**src/rtl/rr_decode_arbiter.sv**
```systemverilog
// Four-requester round-robin arbiter with registered 2-bit grant address and one-hot decoded grant.
// Optional forced revoke after MAX_HOLD cycles when ARB_TIMEOUT_EN is defined.
module rr_decode_arbiter #(
  parameter int MAX_HOLD = 8,
  parameter int CNT_W    = 4
) (
  input  logic       clk,
  input  logic       rst_n,
  input  logic [3:0] req,
  input  logic       done,
  output logic       grant_valid,
  output logic [1:0] grant_addr,
  output logic [3:0] grant,
  output logic       timeout
);

  typedef enum logic {IDLE, GRANT} state_t;

  state_t     state_reg, state_next;
  logic [1:0] ptr_reg, ptr_next;
  logic [1:0] addr_reg, addr_next;
  logic       valid_reg, valid_next;
  logic [1:0] winner;
  logic       release_now;

  if (MAX_HOLD < 2 || MAX_HOLD > 15 || (2 ** CNT_W) <= MAX_HOLD) begin : g_param_check
    $error("rr_decode_arbiter: MAX_HOLD must be 2..15 and fit in CNT_W bits");
  end

  // First requester found scanning upward from the priority pointer.
  always_comb begin
    logic [1:0] idx;
    logic       found;
    winner = ptr_reg;
    found  = 1'b0;
    idx    = '0;
    for (int k = 0; k < 4; k++) begin
      idx = ptr_reg + 2'(k);
      if (!found && req[idx]) begin
        winner = idx;
        found  = 1'b1;
      end
    end
  end

  assign release_now = done || !req[addr_reg];

`ifdef ARB_TIMEOUT_EN
  logic [CNT_W-1:0] cnt_reg, cnt_next;
  logic             timeout_reg, timeout_next;
`endif

  always_comb begin
    state_next = state_reg;
    ptr_next   = ptr_reg;
    addr_next  = addr_reg;
    valid_next = valid_reg;
`ifdef ARB_TIMEOUT_EN
    cnt_next     = cnt_reg;
    timeout_next = 1'b0;
`endif
    case (state_reg)
      IDLE: begin
        if (|req) begin
          addr_next  = winner;
          valid_next = 1'b1;
          state_next = GRANT;
`ifdef ARB_TIMEOUT_EN
          cnt_next   = '0;
`endif
        end
      end
      GRANT: begin
        if (release_now) begin
          valid_next = 1'b0;
          ptr_next   = addr_reg + 2'd1;
          state_next = IDLE;
        end
`ifdef ARB_TIMEOUT_EN
        // A normal release on the final cycle wins, so timeout only fires here.
        else if (cnt_reg == CNT_W'(MAX_HOLD - 1)) begin
          valid_next   = 1'b0;
          ptr_next     = addr_reg + 2'd1;
          state_next   = IDLE;
          timeout_next = 1'b1;
        end else begin
          cnt_next = cnt_reg + CNT_W'(1);
        end
`endif
      end
      default: state_next = IDLE;
    endcase
  end

  always_ff @(posedge clk or negedge rst_n) begin
    if (!rst_n) begin
      state_reg <= IDLE;
      ptr_reg   <= '0;
      addr_reg  <= '0;
      valid_reg <= 1'b0;
    end else begin
      state_reg <= state_next;
      ptr_reg   <= ptr_next;
      addr_reg  <= addr_next;
      valid_reg <= valid_next;
    end
  end

`ifdef ARB_TIMEOUT_EN
  always_ff @(posedge clk or negedge rst_n) begin
    if (!rst_n) begin
      cnt_reg     <= '0;
      timeout_reg <= 1'b0;
    end else begin
      cnt_reg     <= cnt_next;
      timeout_reg <= timeout_next;
    end
  end
  assign timeout = timeout_reg;
`else
  assign timeout = 1'b0;
`endif

  assign grant_valid = valid_reg;
  assign grant_addr  = addr_reg;

  for (genvar gi = 0; gi < 4; gi++) begin : g_decode
    assign grant[gi] = valid_reg && (addr_reg == 2'(gi));
  end

endmodule
```
**config.mk**
```make
export PLATFORM = sky130hd
export DESIGN_NAME = rr_decode_arbiter
export DESIGN_NICKNAME = d
export VERILOG_FILES = /design/src/rtl/rr_decode_arbiter.sv
export SDC_FILE = /design/constraint.sdc
export NUM_CORES = 1
export LEC_CHECK = 0
export CELL_PAD_IN_SITES_DETAIL_PLACEMENT = 2
export CELL_PAD_IN_SITES_GLOBAL_PLACEMENT = 2
export CORE_MARGIN = 4
export CORE_UTILIZATION = 26
export DETAILED_ROUTE_END_ITERATION = 6
export PLACE_DENSITY = 0.83
export SLEW_MARGIN = 20
export SYNTH_ARGS = -nofsm -noshare
export SYNTH_HDL_FRONTEND = slang
export SYNTH_SLANG_ARGS = --single-unit
```
**constraint.sdc**
```tcl
create_clock -name clk -period 2.9 [get_ports clk]
set_input_delay 0.58 -clock clk [delete_from_list [all_inputs] [get_ports clk]]
set_output_delay 0.58 -clock clk [all_outputs]
set_load 0.03 [all_outputs]
```
* After elaboration in Yosys (flattened, before gate mapping) *
Index checks and enable logic that the tools add are counted.

word-level totals
  bits in registers = 6
  bits in latches = 0
  memory bits (writable) = 0
  memory bits (read-only) = 0
  input port bits = 7
  output and inout bits = 8
  word-level logic and storage cells = 58
  memories = 0

cells by class
  add/subtract/negate cells = 4
  multipliers = 0
  div/mod/pow operators = 0
  magnitude comparators = 5
  equality and inequality tests = 5
  shifts and indexed selects = 0
  multiplexer cells = 22
  bitwise operators = 1
  reduce and logical (&&, ||, !) cells = 17

operator list
  cell                                                                    count
  2-bit by 3-bit < comparator with 1-bit output (second input constant)   5
  1-bit two-way mux                                                       12
  1-bit binary-select mux with 2-bit select                               5
  1-bit logical AND                                                       7
  2-bit two-way mux                                                       3
  2-bit AND reduction                                                     3
  2-bit by 1-bit adder with 2-bit output (second input constant)          2
  2-bit adder (second input constant)                                     2
  2-bit equality test (second input constant)                             2
  1-bit logical NOT                                                       4
  1-bit one-hot mux with 2 select lines                                   2
  4-bit OR reduction                                                      1
  2-bit by 1-bit equality test with 1-bit output (second input constant)  1
  2-bit logical NOT                                                       1
  2-bit by 1-bit != test with 1-bit output (second input constant)        1
  2-bit != test (second input constant)                                   1
  1-bit logical OR                                                        1
  1-bit NOT                                                               1

* Depth between registers and ports, before layout *
  word-level depth = 12
  depth in mapped cells = 4
  gate-level depth less buffers = 4

* Worst setup path before layout *
No wires, ideal clock.

  path type = reg2out
  from = register addr_reg[0], in the netlist grant_addr[0]
  to = output port grant[0]
  arrival time = 1.132 ns
  data required time = 2.320 ns
  path slack = 1.188 ns
  stages on the path, launching flop included = 4
  buffers on the path = 0
  cells stage by stage = dfrtp_1 -> inv_1 -> ha_1 -> and2_1

between the ends
  word-level cells in the longest chain between the ends = 2

RTL lines
  what                    line  text
  start, declared         21    logic [1:0] addr_reg, addr_next;
  start signal, assigned  104   addr_reg <= addr_next;
  2-bit logical NOT       128   assign grant[gi] = valid_reg && (addr_reg == 2'(gi));
  1-bit logical AND       128
  end, declared           13    output logic [3:0] grant,

No other way between the ends.

* Worst setup path after layout *
  from = register addr_reg[0], in the netlist grant_addr[0]
  to = output port grant[2]

between the ends
  word-level cells in the longest chain between the ends = 2

RTL lines
  what                 line
  2-bit equality test  128
  1-bit logical AND    128

No other way between the ends.

==> flow_metrics.env <==
export IMPL_cts_hold_fix_buffers=0
export IMPL_synth_area_leaders="dfrtp_1, ha_1, inv_1"
export IMPL_final_period_utilization_pct=83.8
export IMPL_syn2layout_area_growth_pct=36.2
export IMPL_antenna_found_initial=0
export IMPL_hpwl_microns=1120
export IMPL_setup_viol=0
export IMPL_finalNetCount=80
export IMPL_power_density_mw_per_mm2=1080
export IMPL_clock_latency_ps=250
export IMPL_avgSynthCellArea_sq_um=8.78
export IMPL_cts_sinks=6
export IMPL_place_gp_congestion=0.742
export IMPL_synth_top_area_cell="dfrtp_1"
export IMPL_max_freq_mhz=412
export IMPL_cts_max_level=1
export IMPL_rows=14
export IMPL_power_leakage_nw=0.287
export IMPL_required_ps=2320
export IMPL_hold_path_class="reg2reg"
export IMPL_fin_crit_ps=2430
export IMPL_antennaDiodeCount=0
export IMPL_max_slew_margin_rel_pct=52.9
export IMPL_slew_violations=0
export IMPL_peakVddDrop_mv=0.439
export IMPL_synth_top_area_share_pct=32.9
export IMPL_numCtsBuffers=3
export IMPL_hp_start="state_reg"
export IMPL_die_h_microns=49.9
export IMPL_grt_pass1_vias=458
export IMPL_drt_wl_total_microns=1360
export IMPL_rsz0062_at_grt="false"
export IMPL_grt_max_degree=8
export IMPL_start_util_pct=29.0
export IMPL_seq_power_share_pct=28.6
export IMPL_fp_coreArea_sq_mm=0.00158
export IMPL_clockBufferDepth=2
export IMPL_grt_first_pass_wirelength_microns=2210
export IMPL_cts_resized=0
export IMPL_synth_fp_nets=63
export IMPL_cts_tree="yes"
export IMPL_r2r_slack_ps=1170
export IMPL_io_pins=15
export IMPL_portBuffers=13
export IMPL_wl_per_cell_microns=16.4
export IMPL_dp_cells=80
export IMPL_maxCapViolations=0
export IMPL_combinationalPowerShare_pct=59.6
export IMPL_reg2reg_to="ptr_reg[1]"
export IMPL_dr_total_vias=432
export IMPL_status="complete, no violations"
export IMPL_crit_fanout=6
export IMPL_worst_slew_pin_slew_ps=699
export IMPL_stdcell_area_sq_um=622
export IMPL_synth_seq_cells=6
export IMPL_switching_share_pct=47.2
export IMPL_fin_setup_tns_ps=0
export IMPL_drt_iter0_drc=5
export IMPL_final_cells=83
export IMPL_drt_vias_per_instance=5.20
export IMPL_hold_viol=0
export IMPL_p_sw_uw=316
export IMPL_criticalPathCategory="reg2out"
export IMPL_fin_skew_ps=0.858
export IMPL_post_cts_buffers=0
export IMPL_drtPass1Iterations=4
export IMPL_path_clk_slew_ps=50
export IMPL_overflow=0
export IMPL_whs_ps=574
export IMPL_placed_area_sq_um=599
export IMPL_final_antenna_net_count=0
export IMPL_drc=0
export IMPL_p_clk_share_pct=11.8
export IMPL_crit_arrival_ps=1850
export IMPL_die_width_microns=49.9
export IMPL_cts_root_buf="clkbuf_4"
export IMPL_hold_end="state_reg"
export IMPL_yosys_cell_types_count=21
export IMPL_timing_reg2reg_worst_path_depth=4
export IMPL_p_int_uw=354
export IMPL_grtUsageTotal_pct=12.3
export IMPL_hold_depth=2
export IMPL_ys_warn_count=0
export IMPL_critPathLaunchType="register"
export IMPL_netlist_area_sq_um=457
export IMPL_cp_end_kind="output pin"
export IMPL_fp_dieArea_sq_mm=0.00249
export IMPL_ys_seq_area_share_pct=32.9
export IMPL_worstReg2RegStart="grant_addr[1]"
export IMPL_layout_drive_gt1_share_pct=8.96
export IMPL_synth_cells=52
[per-layer routing]
layer | share of wire [%] | up-vias | routed length, microns | GRT usage (%)
met4 | 1.0 | 0 | 14 | 5.53
met1 | 47 | 209 | 634 | 14.7
met3 | 4.0 | 2 | 54 | 4.52
met5 | 0 | - | 0 | 0
li1 | - | 209 | - | -
met2 | 48 | 12 | 660 | 19.4
[final cells by class]
type,instances,area [sq um]
Inverter,8,30.0
Tap cell,16,20.0
Fill cell,178,955
Timing Repair Buffer,13,130
Clock buffer,3,22.5
Multi-Input combinational cell,37,269
Sequential cell,6,150
[critical path, cell delays in order (launching register included)]
cell	delay, ps
dfrtp_1	460
inv_1	200
ha_1	160
and2_1	120
clkdlybuf4s50_1	660
[placed cells by master, fill, tap and decap left out, types with 2 or more instances in the layout]
| cell | count |
|---|---|
| nor2_1 | 2 |
| a21oi_1 | 4 |
| clkdlybuf4s50_1 | 13 |
| o21ai_0 | 4 |
| a221oi_1 | 2 |
| inv_1 | 8 |
| clkbuf_4 | 3 |
| and2_1 | 4 |
| nand2_1 | 3 |
| nor3_1 | 2 |
| mux2i_1 | 2 |
| dfrtp_1 | 6 |
| o31ai_1 | 2 |
| ha_1 | 4 |
[power by group through the flow]
stage          clock, mW  sequential (mW)  combinational [mW]
3_3_place_gp           0            0.190               0.384
5_1_grt           0.0885            0.203               0.441
2_1_floorplan          0            0.214               0.223
3_5_place_dp           0            0.195               0.406
4_1_cts           0.0839            0.194               0.408
6_report          0.0790            0.192               0.399
[synth_stat cells (all sizes together)]
| cell type | instances |
|---|---|
| ha | 4 |
| mux2i | 2 |
| nand2b | 1 |
| nand2 | 3 |
| a21oi | 4 |
| a22oi | 1 |
| inv | 8 |
| o21ai | 4 |
| mux2 | 1 |
| or3 | 1 |
| buf | 1 |
| dfrtp | 6 |
| a21boi | 1 |
| and2 | 4 |
| nor3 | 2 |
| o22ai | 1 |
| o31ai | 2 |
| nor2 | 2 |
| o41ai | 1 |
| a221oi | 2 |
| conb | 1 |
[cells by family (layout without fill, tap and decap cells)]
group / Yosys count / after routing / share of synthesized area [%]
DFF: 6 / 6 / 32.9
other: 1 / 1 / 0.821
and+or+nand+nor: 13 / 13 / 14.5
AOI/OAI and AO/OA: 16 / 16 / 24.9
muxes: 3 / 3 / 7.67
adders and majority gates: 4 / 4 / 11.0
buffers and inverters: 9 / 24 / 8.22
[worst max-delay path by stage]
stage	slack, ps	cells past startpoint	from	to
after floorplan	1190	3	grant_addr[0]	grant[0]
after global placement	710	5	req[0]	ptr_reg[1]
after detailed placement	660	5	req[0]	ptr_reg[1]
after CTS	440	4	grant_addr[0]	grant[2]
after global routing	380	4	grant_addr[0]	grant[2]
final	470	4	grant_addr[0]	grant[2]
[per-stage QoR]
step,util [%],worst slack (ps),power (mW)
finish,39.4,470,0.670
global placement,38.0,709,0.574
detailed placement,38.0,656,0.601
global route,39.4,380,0.732
floorplan,-,1190,0.437
CTS,39.4,438,0.686
No activity file was read; power rests on OpenSTA's default activity.
